**src/rtl/multicycle_controller_pkg.sv**
```systemverilog
// Shared definitions for the multicycle RV32I control FSM: opcodes, state
// encoding and the datapath select encodings it drives.
package multicycle_controller_pkg;

    // Major opcodes the controller recognises; anything else is illegal.
    typedef enum logic [6:0] {
        OPC_LOAD   = 7'b0000011,
        OPC_OP_IMM = 7'b0010011,
        OPC_AUIPC  = 7'b0010111,
        OPC_STORE  = 7'b0100011,
        OPC_OP     = 7'b0110011,
        OPC_LUI    = 7'b0110111,
        OPC_BRANCH = 7'b1100011,
        OPC_JALR   = 7'b1100111,
        OPC_JAL    = 7'b1101111
    } opcode_t;

    // Controller states; the encoding is also exported on state_o.
    typedef enum logic [3:0] {
        S_RESET    = 4'd0,
        S_FETCH    = 4'd1,
        S_DECODE   = 4'd2,
        S_MEMADR   = 4'd3,
        S_MEMREAD  = 4'd4,
        S_MEMWB    = 4'd5,
        S_MEMWRITE = 4'd6,
        S_EXEC_R   = 4'd7,
        S_EXEC_I   = 4'd8,
        S_UPPER    = 4'd9,
        S_ALUWB    = 4'd10,
        S_BRANCH   = 4'd11,
        S_JAL      = 4'd12,
        S_JALR1    = 4'd13,
        S_JALR2    = 4'd14,
        S_TRAP     = 4'd15
    } ctrl_state_t;

    // ALU operand A select
    localparam logic [1:0] SRCA_REG  = 2'b00;
    localparam logic [1:0] SRCA_PC   = 2'b01;
    localparam logic [1:0] SRCA_ZERO = 2'b10;

    // ALU operand B select
    localparam logic [1:0] SRCB_RS2  = 2'b00;
    localparam logic [1:0] SRCB_IMM  = 2'b01;
    localparam logic [1:0] SRCB_FOUR = 2'b10;

    // Immediate formats
    localparam logic [2:0] IMM_I = 3'b000;
    localparam logic [2:0] IMM_S = 3'b001;
    localparam logic [2:0] IMM_B = 3'b010;
    localparam logic [2:0] IMM_J = 3'b011;
    localparam logic [2:0] IMM_U = 3'b100;

    // alu_decoder operation class
    localparam logic [1:0] ALUOP_ADD   = 2'b00;
    localparam logic [1:0] ALUOP_BR    = 2'b01;
    localparam logic [1:0] ALUOP_FUNCT = 2'b10;

    // Writeback result select
    localparam logic [1:0] RES_ALUOUT = 2'b00;
    localparam logic [1:0] RES_DATA   = 2'b01;
    localparam logic [1:0] RES_ALURES = 2'b10;

    // States that hold a memory request open until mem_ready.
    function automatic logic is_wait_state(input ctrl_state_t s);
        return (s == S_FETCH) || (s == S_MEMREAD) || (s == S_MEMWRITE);
    endfunction

endpackage

```
**src/rtl/multicycle_controller_mem_wait_timer.sv**
```systemverilog
// Counts consecutive stalled cycles of an open memory request and flags the
// cycle on which one more stall would exhaust the allowed budget.
module mem_wait_timer #(
    parameter int MEM_TIMEOUT = 8
) (
    input  logic clk,
    input  logic rst_n,
    input  logic waiting,
    input  logic mem_ready,
    input  logic advance,
    output logic expired
);

    localparam int CW = $clog2(MEM_TIMEOUT + 1);
    localparam logic [CW-1:0] LAST = CW'(MEM_TIMEOUT - 1);

    logic [CW-1:0] count;

    // Stall counter: restarts whenever the FSM moves to a new state.
    always_ff @(posedge clk or negedge rst_n) begin
        if (!rst_n) begin
            count <= '0;
        end else if (advance) begin
            count <= '0;
        end else if (waiting && !mem_ready) begin
            count <= count + CW'(1);
        end
    end

    assign expired = waiting && !mem_ready && (count == LAST);

endmodule

```
**src/rtl/multicycle_controller.sv**
```systemverilog
// Main control FSM of the multicycle RV32I core: sequences fetch, decode,
// execute, memory and writeback over one shared req/ready memory port.
module multicycle_controller
    import multicycle_controller_pkg::*;
#(
    parameter int TRAP_ON_ILLEGAL = 1,
    parameter int MEM_TIMEOUT     = 0
) (
    input  logic        clk,
    input  logic        rst_n,
    input  opcode_t     opcode,
    input  logic        branch_taken,
    input  logic        mem_ready,
    output logic        mem_req,
    output logic        mem_we,
    output logic        adr_src,
    output logic        ir_write,
    output logic        pc_write,
    output logic        reg_write,
    output logic [2:0]  imm_src,
    output logic [1:0]  src_a,
    output logic [1:0]  src_b,
    output logic [1:0]  alu_op,
    output logic [1:0]  result_src,
    output logic        illegal,
    output logic        mem_err,
    output logic [3:0]  state_o
);

    ctrl_state_t state;
    ctrl_state_t next_state;
    logic        pc_update;
    logic        branch;
    logic        timeout_hit;

    // The stall timer only exists when a timeout budget is configured.
    if (MEM_TIMEOUT > 0) begin : g_timer
        mem_wait_timer #(
            .MEM_TIMEOUT(MEM_TIMEOUT)
        ) u_timer (
            .clk      (clk),
            .rst_n    (rst_n),
            .waiting  (is_wait_state(state)),
            .mem_ready(mem_ready),
            .advance  (next_state != state),
            .expired  (timeout_hit)
        );
    end else begin : g_no_timer
        assign timeout_hit = 1'b0;
    end

    // State register; reset drops every Moore output immediately.
    always_ff @(posedge clk or negedge rst_n) begin
        if (!rst_n) begin
            state <= S_RESET;
        end else begin
            state <= next_state;
        end
    end

    // Sticky error flags, cleared only by reset.
    always_ff @(posedge clk or negedge rst_n) begin
        if (!rst_n) begin
            illegal <= 1'b0;
            mem_err <= 1'b0;
        end else begin
            if ((state == S_DECODE) && (next_state == S_TRAP)) begin
                illegal <= 1'b1;
            end
            if (timeout_hit) begin
                mem_err <= 1'b1;
            end
        end
    end

    // Next-state and per-state datapath controls.
    always_comb begin
        next_state = state;
        mem_req    = 1'b0;
        mem_we     = 1'b0;
        adr_src    = 1'b0;
        ir_write   = 1'b0;
        pc_update  = 1'b0;
        branch     = 1'b0;
        reg_write  = 1'b0;
        imm_src    = IMM_I;
        src_a      = SRCA_REG;
        src_b      = SRCB_RS2;
        alu_op     = ALUOP_ADD;
        result_src = RES_ALUOUT;

        case (state)
            S_RESET: begin
                next_state = S_FETCH;
            end
            S_FETCH: begin
                mem_req    = 1'b1;
                src_a      = SRCA_PC;
                src_b      = SRCB_FOUR;
                result_src = RES_ALURES;
                if (mem_ready) begin
                    ir_write   = 1'b1;
                    pc_update  = 1'b1;
                    next_state = S_DECODE;
                end else if (timeout_hit) begin
                    next_state = S_TRAP;
                end
            end
            S_DECODE: begin
                src_a   = SRCA_PC;
                src_b   = SRCB_IMM;
                imm_src = IMM_B;
                case (opcode)
                    OPC_LOAD, OPC_STORE: next_state = S_MEMADR;
                    OPC_OP:              next_state = S_EXEC_R;
                    OPC_OP_IMM:          next_state = S_EXEC_I;
                    OPC_BRANCH:          next_state = S_BRANCH;
                    OPC_JAL:             next_state = S_JAL;
                    OPC_JALR:            next_state = S_JALR1;
                    OPC_LUI, OPC_AUIPC:  next_state = S_UPPER;
                    default:             next_state = (TRAP_ON_ILLEGAL != 0) ? S_TRAP : S_FETCH;
                endcase
            end
            S_MEMADR: begin
                src_b = SRCB_IMM;
                if (opcode == OPC_STORE) begin
                    imm_src    = IMM_S;
                    next_state = S_MEMWRITE;
                end else begin
                    next_state = S_MEMREAD;
                end
            end
            S_MEMREAD: begin
                mem_req = 1'b1;
                adr_src = 1'b1;
                if (mem_ready) begin
                    next_state = S_MEMWB;
                end else if (timeout_hit) begin
                    next_state = S_TRAP;
                end
            end
            S_MEMWB: begin
                result_src = RES_DATA;
                reg_write  = 1'b1;
                next_state = S_FETCH;
            end
            S_MEMWRITE: begin
                mem_req = 1'b1;
                mem_we  = 1'b1;
                adr_src = 1'b1;
                if (mem_ready) begin
                    next_state = S_FETCH;
                end else if (timeout_hit) begin
                    next_state = S_TRAP;
                end
            end
            S_EXEC_R: begin
                alu_op     = ALUOP_FUNCT;
                next_state = S_ALUWB;
            end
            S_EXEC_I: begin
                src_b      = SRCB_IMM;
                alu_op     = ALUOP_FUNCT;
                next_state = S_ALUWB;
            end
            S_UPPER: begin
                src_a      = (opcode == OPC_LUI) ? SRCA_ZERO : SRCA_PC;
                src_b      = SRCB_IMM;
                imm_src    = IMM_U;
                next_state = S_ALUWB;
            end
            S_ALUWB: begin
                reg_write  = 1'b1;
                next_state = S_FETCH;
            end
            S_BRANCH: begin
                alu_op     = ALUOP_BR;
                branch     = 1'b1;
                next_state = S_FETCH;
            end
            S_JAL: begin
                src_a      = SRCA_PC;
                src_b      = SRCB_FOUR;
                imm_src    = IMM_J;
                pc_update  = 1'b1;
                next_state = S_ALUWB;
            end
            S_JALR1: begin
                src_b      = SRCB_IMM;
                next_state = S_JALR2;
            end
            S_JALR2: begin
                src_a      = SRCA_PC;
                src_b      = SRCB_FOUR;
                pc_update  = 1'b1;
                next_state = S_ALUWB;
            end
            S_TRAP: begin
                next_state = S_TRAP;
            end
            default: begin
                next_state = S_RESET;
            end
        endcase
    end

    assign pc_write = pc_update | (branch & branch_taken);
    assign state_o  = state;

endmodule

```
**config.mk**
```make
export PLATFORM = sky130hd
export DESIGN_NAME = multicycle_controller
export DESIGN_NICKNAME = d
export VERILOG_FILES = /design/src/rtl/multicycle_controller_pkg.sv /design/src/rtl/multicycle_controller_mem_wait_timer.sv /design/src/rtl/multicycle_controller.sv
export SDC_FILE = /design/constraint.sdc
export NUM_CORES = 1
export LEC_CHECK = 0
export CAP_MARGIN = 20
export CORE_MARGIN = 8
export CORE_UTILIZATION = 38
export CTS_CLUSTER_SIZE = 24
export DETAILED_ROUTE_END_ITERATION = 8
export HOLD_SLACK_MARGIN = 0.1
export PLACE_DENSITY = 0.79
export REMOVE_ABC_BUFFERS = 1
export SYNTH_ARGS = -nofsm -noshare
export SYNTH_HDL_FRONTEND = slang
export SYNTH_HIERARCHICAL = 1
export SYNTH_SLANG_ARGS = --single-unit
```
**constraint.sdc**
```tcl
create_clock -name clk -period 2 [get_ports clk]
set_clock_uncertainty 0.1 [all_clocks]
set_input_delay 0.2 -clock clk [delete_from_list [all_inputs] [get_ports clk]]
set_output_delay 0.2 -clock clk [all_outputs]
set_load 0.02 [all_outputs]
```
After elaboration in Yosys (flattened, before gate mapping) --
Index checks and enable logic that the tools add are counted.
Storage, ports and cells: bits in latches 0, bits in registers 5, logic and storage cells 64, memory bits (writable) 0, input bits 11, bits in read-only memories 0, memories kept 0
Operators by class: bitwise gates (word level) 2, reduce and logical (&&, ||, !) cells 14, mux-type cells 21, $mul 0, shifts and indexed selects 0, $lt $le $gt $ge 0, equal/unequal tests 25, add/subtract/negate cells 0, div/mod/pow operators 0
Operator list (count):
- $eq A4 B4 Y1 const B | 9
- $pmux W4 S9 | 1
- $pmux W4 S7 | 1
- $eq A7 B6 Y1 const B | 3
- $eq A7 B7 Y1 const B | 3
- $eq A4 B3 Y1 const B | 4
- $pmux W2 S2 | 4
- $eq A7 B5 Y1 const B | 2
- $mux W4 | 3
- $pmux W3 S4 | 1
- $reduce_or A2 Y1 | 6
- $reduce_or A5 Y1 | 2
- $eq A4 B2 Y1 const B | 2
- $mux W1 | 8
- $reduce_or A4 Y1 | 2
- $eq A7 B2 Y1 const B | 1
- $reduce_or A3 Y1 | 2
- $eq A4 B1 Y1 const B | 1
- $logic_not A4 Y1 | 1
- $mux W2 | 2
- $pmux W1 S2 | 1
- $and A1 B1 Y1 | 1
- $logic_and A1 B1 Y1 | 1
- $or A1 B1 Y1 | 1

Depth between registers and ports, before layout --
Gate-level depths: netlist of run 1.
word-level depth 6, gate-level depth with buffers 5, depth with buffers taken out 4

Least setup slack after synthesis of run 1 --
No wires, ideal clock.
path type register -> output, start point register state[3] (netlist: state_o[3]), end point output imm_src[0], data arrival time 1.675 ns, path slack 0.025 ns, stages on the path, launching flop included 5, data required time 1.700 ns, buffers on the path 1, path through dfrtp_1 or3b_1 buf_2 or4_1 o31ai_1
On the way: longest elaborated chain between the ends 2
Ends and longest elaborated chain:
- from (decl) | RTL line multicycle_controller.sv:30 | ctrl_state_t state;
- from (signal assigned) | RTL line multicycle_controller.sv:57 | state <= next_state;
- $eq A4 B4 Y1 or $eq A4 B2 Y1 (tied branches) | RTL line multicycle_controller.sv:92 | case (state)
- $pmux W3 S4 (*) | RTL line multicycle_controller.sv:92
- to (decl) | RTL line multicycle_controller.sv:20 | output logic [2:0] imm_src,
Mark *: on every way between the ends. The rest lies on a longest branch, timed or not.

Worst setup path in the final report of run 1 --
start point register state[2] (netlist: state_o[2]), end point output imm_src[0]
The elaborated chain is that of the path after synthesis.

==> results of run 1 <==
worst paths after layout:
check	from	to	cells past startpoint
worst max-delay path	state_o[2]	imm_src[0]	4
worst min-delay path	illegal	illegal	1
worst max register to register	state_o[2]	state_o[1]	4
worst min register to register	illegal	illegal	1
max in group asynchronous	rst_n	state_o[0]	2
min in group asynchronous	rst_n	illegal	2
cell usage after synthesis, types with 2 or more instances:
cell type	number
clkbuf_1	6
a211oi_1	2
nand3_1	6
a21oi_1	3
dfrtp_1	5
inv_1	5
nor2b_1	3
or2_2	3
o22ai_1	3
and3_1	2
nor2_1	8
o31ai_1	3
nor4_1	2
o21ai_0	7
nand2_1	9
nand2b_1	9
timing repair:
action                                  4_1_cts  5_1_grt
cloned                                        0        0
gates resized for setup                      36       15
endpoints found under the hold margin         5        0
hold buffers                                  1        0
pin swaps                                     0        2
endpoints found under the setup margin       17        7
cell families (layout without fill, tap and decap cells):
| group | Yosys count | count (layout) | synth area share, % |
|---|---|---|---|
| AOI/OAI and AO/OA | 25 | 25 | 27.3 |
| adders and majority gates | 1 | 1 | 1.62 |
| buffers and inverters | 13 | 64 | 8.70 |
| DFF | 5 | 5 | 20.2 |
| muxes | 1 | 1 | 1.62 |
| other | 1 | 1 | 0.607 |
| and+or+nand+nor | 47 | 47 | 39.9 |
sequential cells by signal, indices dropped and copies added, names as in the netlist:
register and cells:
state_o 4, illegal 1
routing by layer:
layer | vias to the layer above | part of all wire, % | global-route usage [%]
met2 | 25 | 53 | 25.2
met5 | - | 0 | 0
li1 | 433 | - | -
met3 | 7 | 4.5 | 3.37
met4 | 0 | 2.9 | 8.93
met1 | 413 | 40 | 17.9
critical path, delay by kind of cell, from the launching register on:
| family | cells | cell delay (ps) |
|---|---|---|
| simple gates | 2 | 920 |
| flops | 1 | 380 |
| buf+inv | 1 | 150 |
| compound gates | 1 | 70 |
cell type report:
type	instances	area share [%]
multi-input combinational	75	42.0
inverter	5	1.67
sequential	5	11.3
tap	16	1.79
clock buffer	3	2.01
clock inverter	1	0.446
timing repair buffer	55	40.8
power groups by stage:
| stage | Sequential (mW) | Clock (mW) | Combinational (mW) |
|---|---|---|---|
| after floorplan | 0.319 | 0 | 0.567 |
| after global placement | 0.192 | 0 | 1.36 |
| after CTS | 0.196 | 0.128 | 1.29 |
| after global routing | 0.210 | 0.138 | 1.41 |
| after detailed placement | 0.196 | 0 | 1.38 |
| final | 0.203 | 0.128 | 1.31 |
==> results by group, run 1 <==
Finish
  • Most frequent cells in the layout: 22 x buf_4, 13 x clkdlybuf4s50_1, 9 x nand2b_1, 9 x dlygate4sd2_1
  • Fill count: around 140
  • Post-layout util: 73.6%
  • Multi-input logic area: around 470 µm²
  • Final Net Count: 156
  • Most common cell after layout, fill and taps aside: buf_4
  • Post-Layout Cell Count: 160
  • Layout cells sized above 1: between 20 and 30%
  • Storage cell area: 126 µm²
  • Fin area: 0.00112 mm²
  • N_diodes: 0
  • Synth-to-Final Area Change: 81.4%

STA
  • Hold Slack: 386 ps
  • Fin. Hold Viols: 0
  • Setup Total Neg Slack: -72.8 ps
  • RSZ-0062 raised after global routing: yes
  • Final Max Tran Viols: 0
  • Fin crit period: ~2100 ps
  • Final setup fails: 1
  • Setup WS post-layout: -72.8 ps
  • Period utilization: 104%
  • Max Fclk: 482 MHz

Clocking
  • Later-pin clock latency in the skew report: approximately 260 ps
  • CTS buffer count: 3
  • Clock-pin slew on the worst setup and hold paths: 50 ps
  • Clock Tree Root: clkbuf_4
  • Setup repair bufs after CTS: 0
  • CTS Buffer Depth: 2
  • CTS tree: done
  • H-tree depth: 1
  • Sinks on the clock net: 5

Yosys
  • Synthesized area per cell: around 6.6 µm²
  • Post-synth EDFFs: 0
  • Synthesized area: between 600 and 700 µm²
  • Synth area leader: dfrtp_1
  • Synth unique cells: 33
  • Mapped Cells: 93
  • Seq/Total Area, Yosys: 20.2%
  • Async SR Flop Fraction: 100%
  • Yosys warns: 6
  • Seq cells post-synth: 5
  • Top cell type's share of synthesized area: 20.2%
  • Top post-synthesis cells by area: dfrtp_1 20%, nand2b_1 9.1%, o21ai_0 5.7%, nand2_1 5.5%, nand3_1 4.9%
  • Synth Flop Type: dfrtp_1

Floorplan
  • Core ar.: around 0.0015 mm²
  • Initial core utilization: 40.6%
  • Die Width: around 56 µm
  • Die area: 0.00317 mm²
  • Top Ports: 34
  • Die H: 56.3 µm
  • Row cnt: 14

Power
  • Total power draw: 1.64 mW
  • Combinational Power Share: approximately 80%
  • Cell Pwr Density: approximately 1500 mW/mm²
  • VDD IR-drop max: 0.773 mV
  • Sw frac: between 50% and 60%
  • Int Pwr: roughly 0.79 mW
  • Clock share of power: under 10%
  • Leak Pwr: 0.538 nW
  • P_sw: 0.855 mW
  • Sequential share of power: approximately 12%

Flow run
  • Max Cap Viol: 0

Drt
  • WL/cell: 15.3 µm
  • DRC viols: 0
  • TritonRoute pass-1 iters: 4
  • Initial DRC count: 14
  • Routed WL: 2450 µm
  • Vias/cell: 5.49
  • Remaining antenna violation count: 0
  • Via count: 878

Place
  • Place WS: -647 ps
  • Port Buffer Count: 32
  • Dpl cells: 155
  • Detailed Place HPWL: 1910 µm
  • Placed instance area: 0.00109 mm²
  • Routability cong.: 0.837

Critical path
  • Reg2Reg Setup Slack: 340 ps
  • Crit-path cells: or3b_4 -> or4_4 -> o31ai_4 -> buf_6
  • Slowest-stage cell, CP: or4_4
  • Critical path data arrival time: 1770 ps
  • Critical Path Fanout Max: 2
  • Setup crit start kind: flip-flop
  • Worst setup EP type: output port
  • Worst EP required: 1700 ps
  • Crit path largest cell delay: 510 ps
  • Worst Setup Path Type: reg -> out

Hold path
  • Hold/Removal Path Class: reg -> reg

GRT
  • Pin count of the biggest net entering global routing: 15
  • GRT overflow: 0
  • First-pass GRT wire length: 4050 µm
  • Number of global-route vias before repair: about 850
  • Antenna violations before repair: 0
  • Total track usage: 15.4%

Outcome
  • Violated checks: setup timing
  • Outcome: complete, but fails checks
Note: power is estimated with default switching activity, not from simulation.
==> inputs of run 2 (changes only) <==
CORE_ASPECT_RATIO = 1.1   (was not set)
==> results by group, run 2 (synthesis gave the netlist of run 1 again) <==
Place
  • Port Buffer Count: 32
  • Detailed Place HPWL: roughly 1800 µm
  • Routability cong.: approximately 0.83
  • Dpl cells: approximately 160

Clocking
  • CTS Buffer Depth: 2
  • CTS tree: done
  • CTS buffer count: 3
  • Clock Tree Root: clkbuf_4
  • Later-pin clock latency in the skew report: around 240 ps
  • Sinks on the clock net: 5
  • H-tree depth: 1
  • Clock-pin slew on the worst setup and hold paths: 40 ps

Hold path
  • Hold/Removal Path Class: in -> reg
  • Hold-critical path depth: 5

Power
  • Cell Pwr Density: 1440 mW/mm²
  • Combinational Power Share: roughly four fifths
  • P_sw: 0.817 mW
  • Sw frac: 50.7%
  • Leak Pwr: between 0.5 and 0.6 nW
  • Int Pwr: 0.795 mW
  • Total power draw: 1.61 mW
  • Clock share of power: 7.2%
  • VDD IR-drop max: around 0.88 mV
  • Sequential share of power: 11.3%

Finish
  • Fill count: 128
  • Most common cell after layout, fill and taps aside: buf_4
  • Max FFs per register: 4
  • Layout cells sized above 1: 24.5%
  • Final Net Count: 155
  • Post-Layout Cell Count: 160
  • Most frequent cells in the layout: 21 x buf_4, 13 x clkdlybuf4s50_1, 12 x dlygate4sd2_1, 9 x nand2b_1, 8 x nor2_1
  • Post-layout util: 72.8%
  • N_diodes: 0
  • Storage cell area: 125 µm²
  • Multi-input logic area: between 400 and 500 µm²
  • Synth-to-Final Area Change: 81.2%

Drt
  • TritonRoute pass-1 iters: 4
  • Routed WL: 2260 µm
  • DRC viols: 0
  • WL/cell: between 10 and 15 µm
  • Via count: between 800 and 900
  • Remaining antenna violation count: 0
  • Initial DRC count: 33
  • Vias/cell: between 5 and 6

GRT
  • GRT overflow: 0
  • Met1 Use GR: 14.9%
  • Pin count of the biggest net entering global routing: 15
  • Total track usage: 13.5%
  • First-pass GRT wire length: 3450 µm
  • GRT busiest layer: met2
  • Met3 Usage GRT: 3.53%
  • Number of global-route vias before repair: 820
  • GR Util met2: 24.6%
  • Antenna violations before repair: 0

Floorplan
  • Top Ports: 34
  • Initial core utilization: 40.2%
  • Core ar.: around 0.0015 mm²
  • Die area: approximately 0.0032 mm²
  • Row cnt: 15
  • Die Width: around 54 µm
  • Die H: 58.3 µm

STA
  • Fin. Hold Viols: 0
  • Fin crit period: 2110 ps
  • Final setup fails: 1
  • Final Max Tran Viols: 0
  • Max Fclk: 474 MHz
  • Setup WS post-layout: -110 ps
  • RSZ-0062 raised after global routing: yes
  • Period utilization: 106%

Outcome
  • Violated checks: setup timing
  • Outcome: complete, but fails checks

Critical path
  • Critical Path Fanout Max: 2
  • Worst setup EP type: output port
  • Setup crit start kind: flip-flop
  • Worst Setup Path Type: reg -> out
  • Worst R2R Path Depth: 4
  • Critical path data arrival time: 1810 ps
  • Worst EP required: 1700 ps

Flow run
  • Max Cap Viol: 0
## run 2: changes by cell type in the layout (fill, tap and decap cells not counted), sizes merged
cell           previous run  this run
buf                      26        24
clkbuf                    6         5
clkdlybuf4s15             2         1
clkinv                    1         0
dlygate4sd2               9        12
dlymetal6s2s              1         2
## run 2: metrics by stage
| step | hold WS [ps] | instance area [µm²] | setup WS, ps | TNS (ps) |
|---|---|---|---|---|
| final | 362 | 1120 | -110 | -110 |
| after global routing | 402 | 1120 | -153 | -175 |
| after CTS | 369 | 1090 | -212 | -212 |
| after detailed placement | 332 | 1080 | -660 | -1430 |
| after global placement | 323 | 1080 | -621 | -1320 |
| after floorplan | -196 | 583 | -59.4 | -59.4 |
## run 2: final timing paths
kind / endpoint / slack, ps / start
setup / recovery: imm_src[0] / -110 / state_o[2]
hold / removal: state_o[0] / 360 / opcode[0]
setup reg to reg: illegal / 330 / state_o[2]
hold reg to reg: illegal / 370 / illegal
max in group asynchronous: state_o[0] / 970 / rst_n
min in group asynchronous: state_o[1] / 630 / rst_n
## run 2: power by group through the flow
stage | logic (mW) | registers [mW] | clock network [mW]
after floorplan | 0.567 | 0.319 | 0
after global placement | 1.36 | 0.176 | 0
after detailed placement | 1.39 | 0.182 | 0
after CTS | 1.29 | 0.180 | 0.119
after global routing | 1.42 | 0.186 | 0.126
final | 1.32 | 0.182 | 0.116
## run 2: repair_timing
item	in CTS	in global routing
resized for setup	27	14
buffers inserted	0	0
pin swaps	0	5
hold endpoints to repair	5	0
setup endpoints to repair	17	5
hold buffers	1	0
## run 2: critical path: stages, from the launching register on
cell	delay, ps
dfrtp_1	370
or3b_4	410
or4_1	510
o31ai_1	80
buf_2	200
## run 2: routing by layer
metal	vias up	wire length (µm)
li1	429	-
met4	0	0
met5	-	0
met2	50	1130
met3	0	272
met1	398	861
## run 2: area by class of cell
type                       count  area share, %
clock buffer                   4           2.35
inverter                       5           1.68
multi-input combinational     75           41.5
sequential                     5           11.2
tap                           17           1.90
timing repair buffer          54           41.5
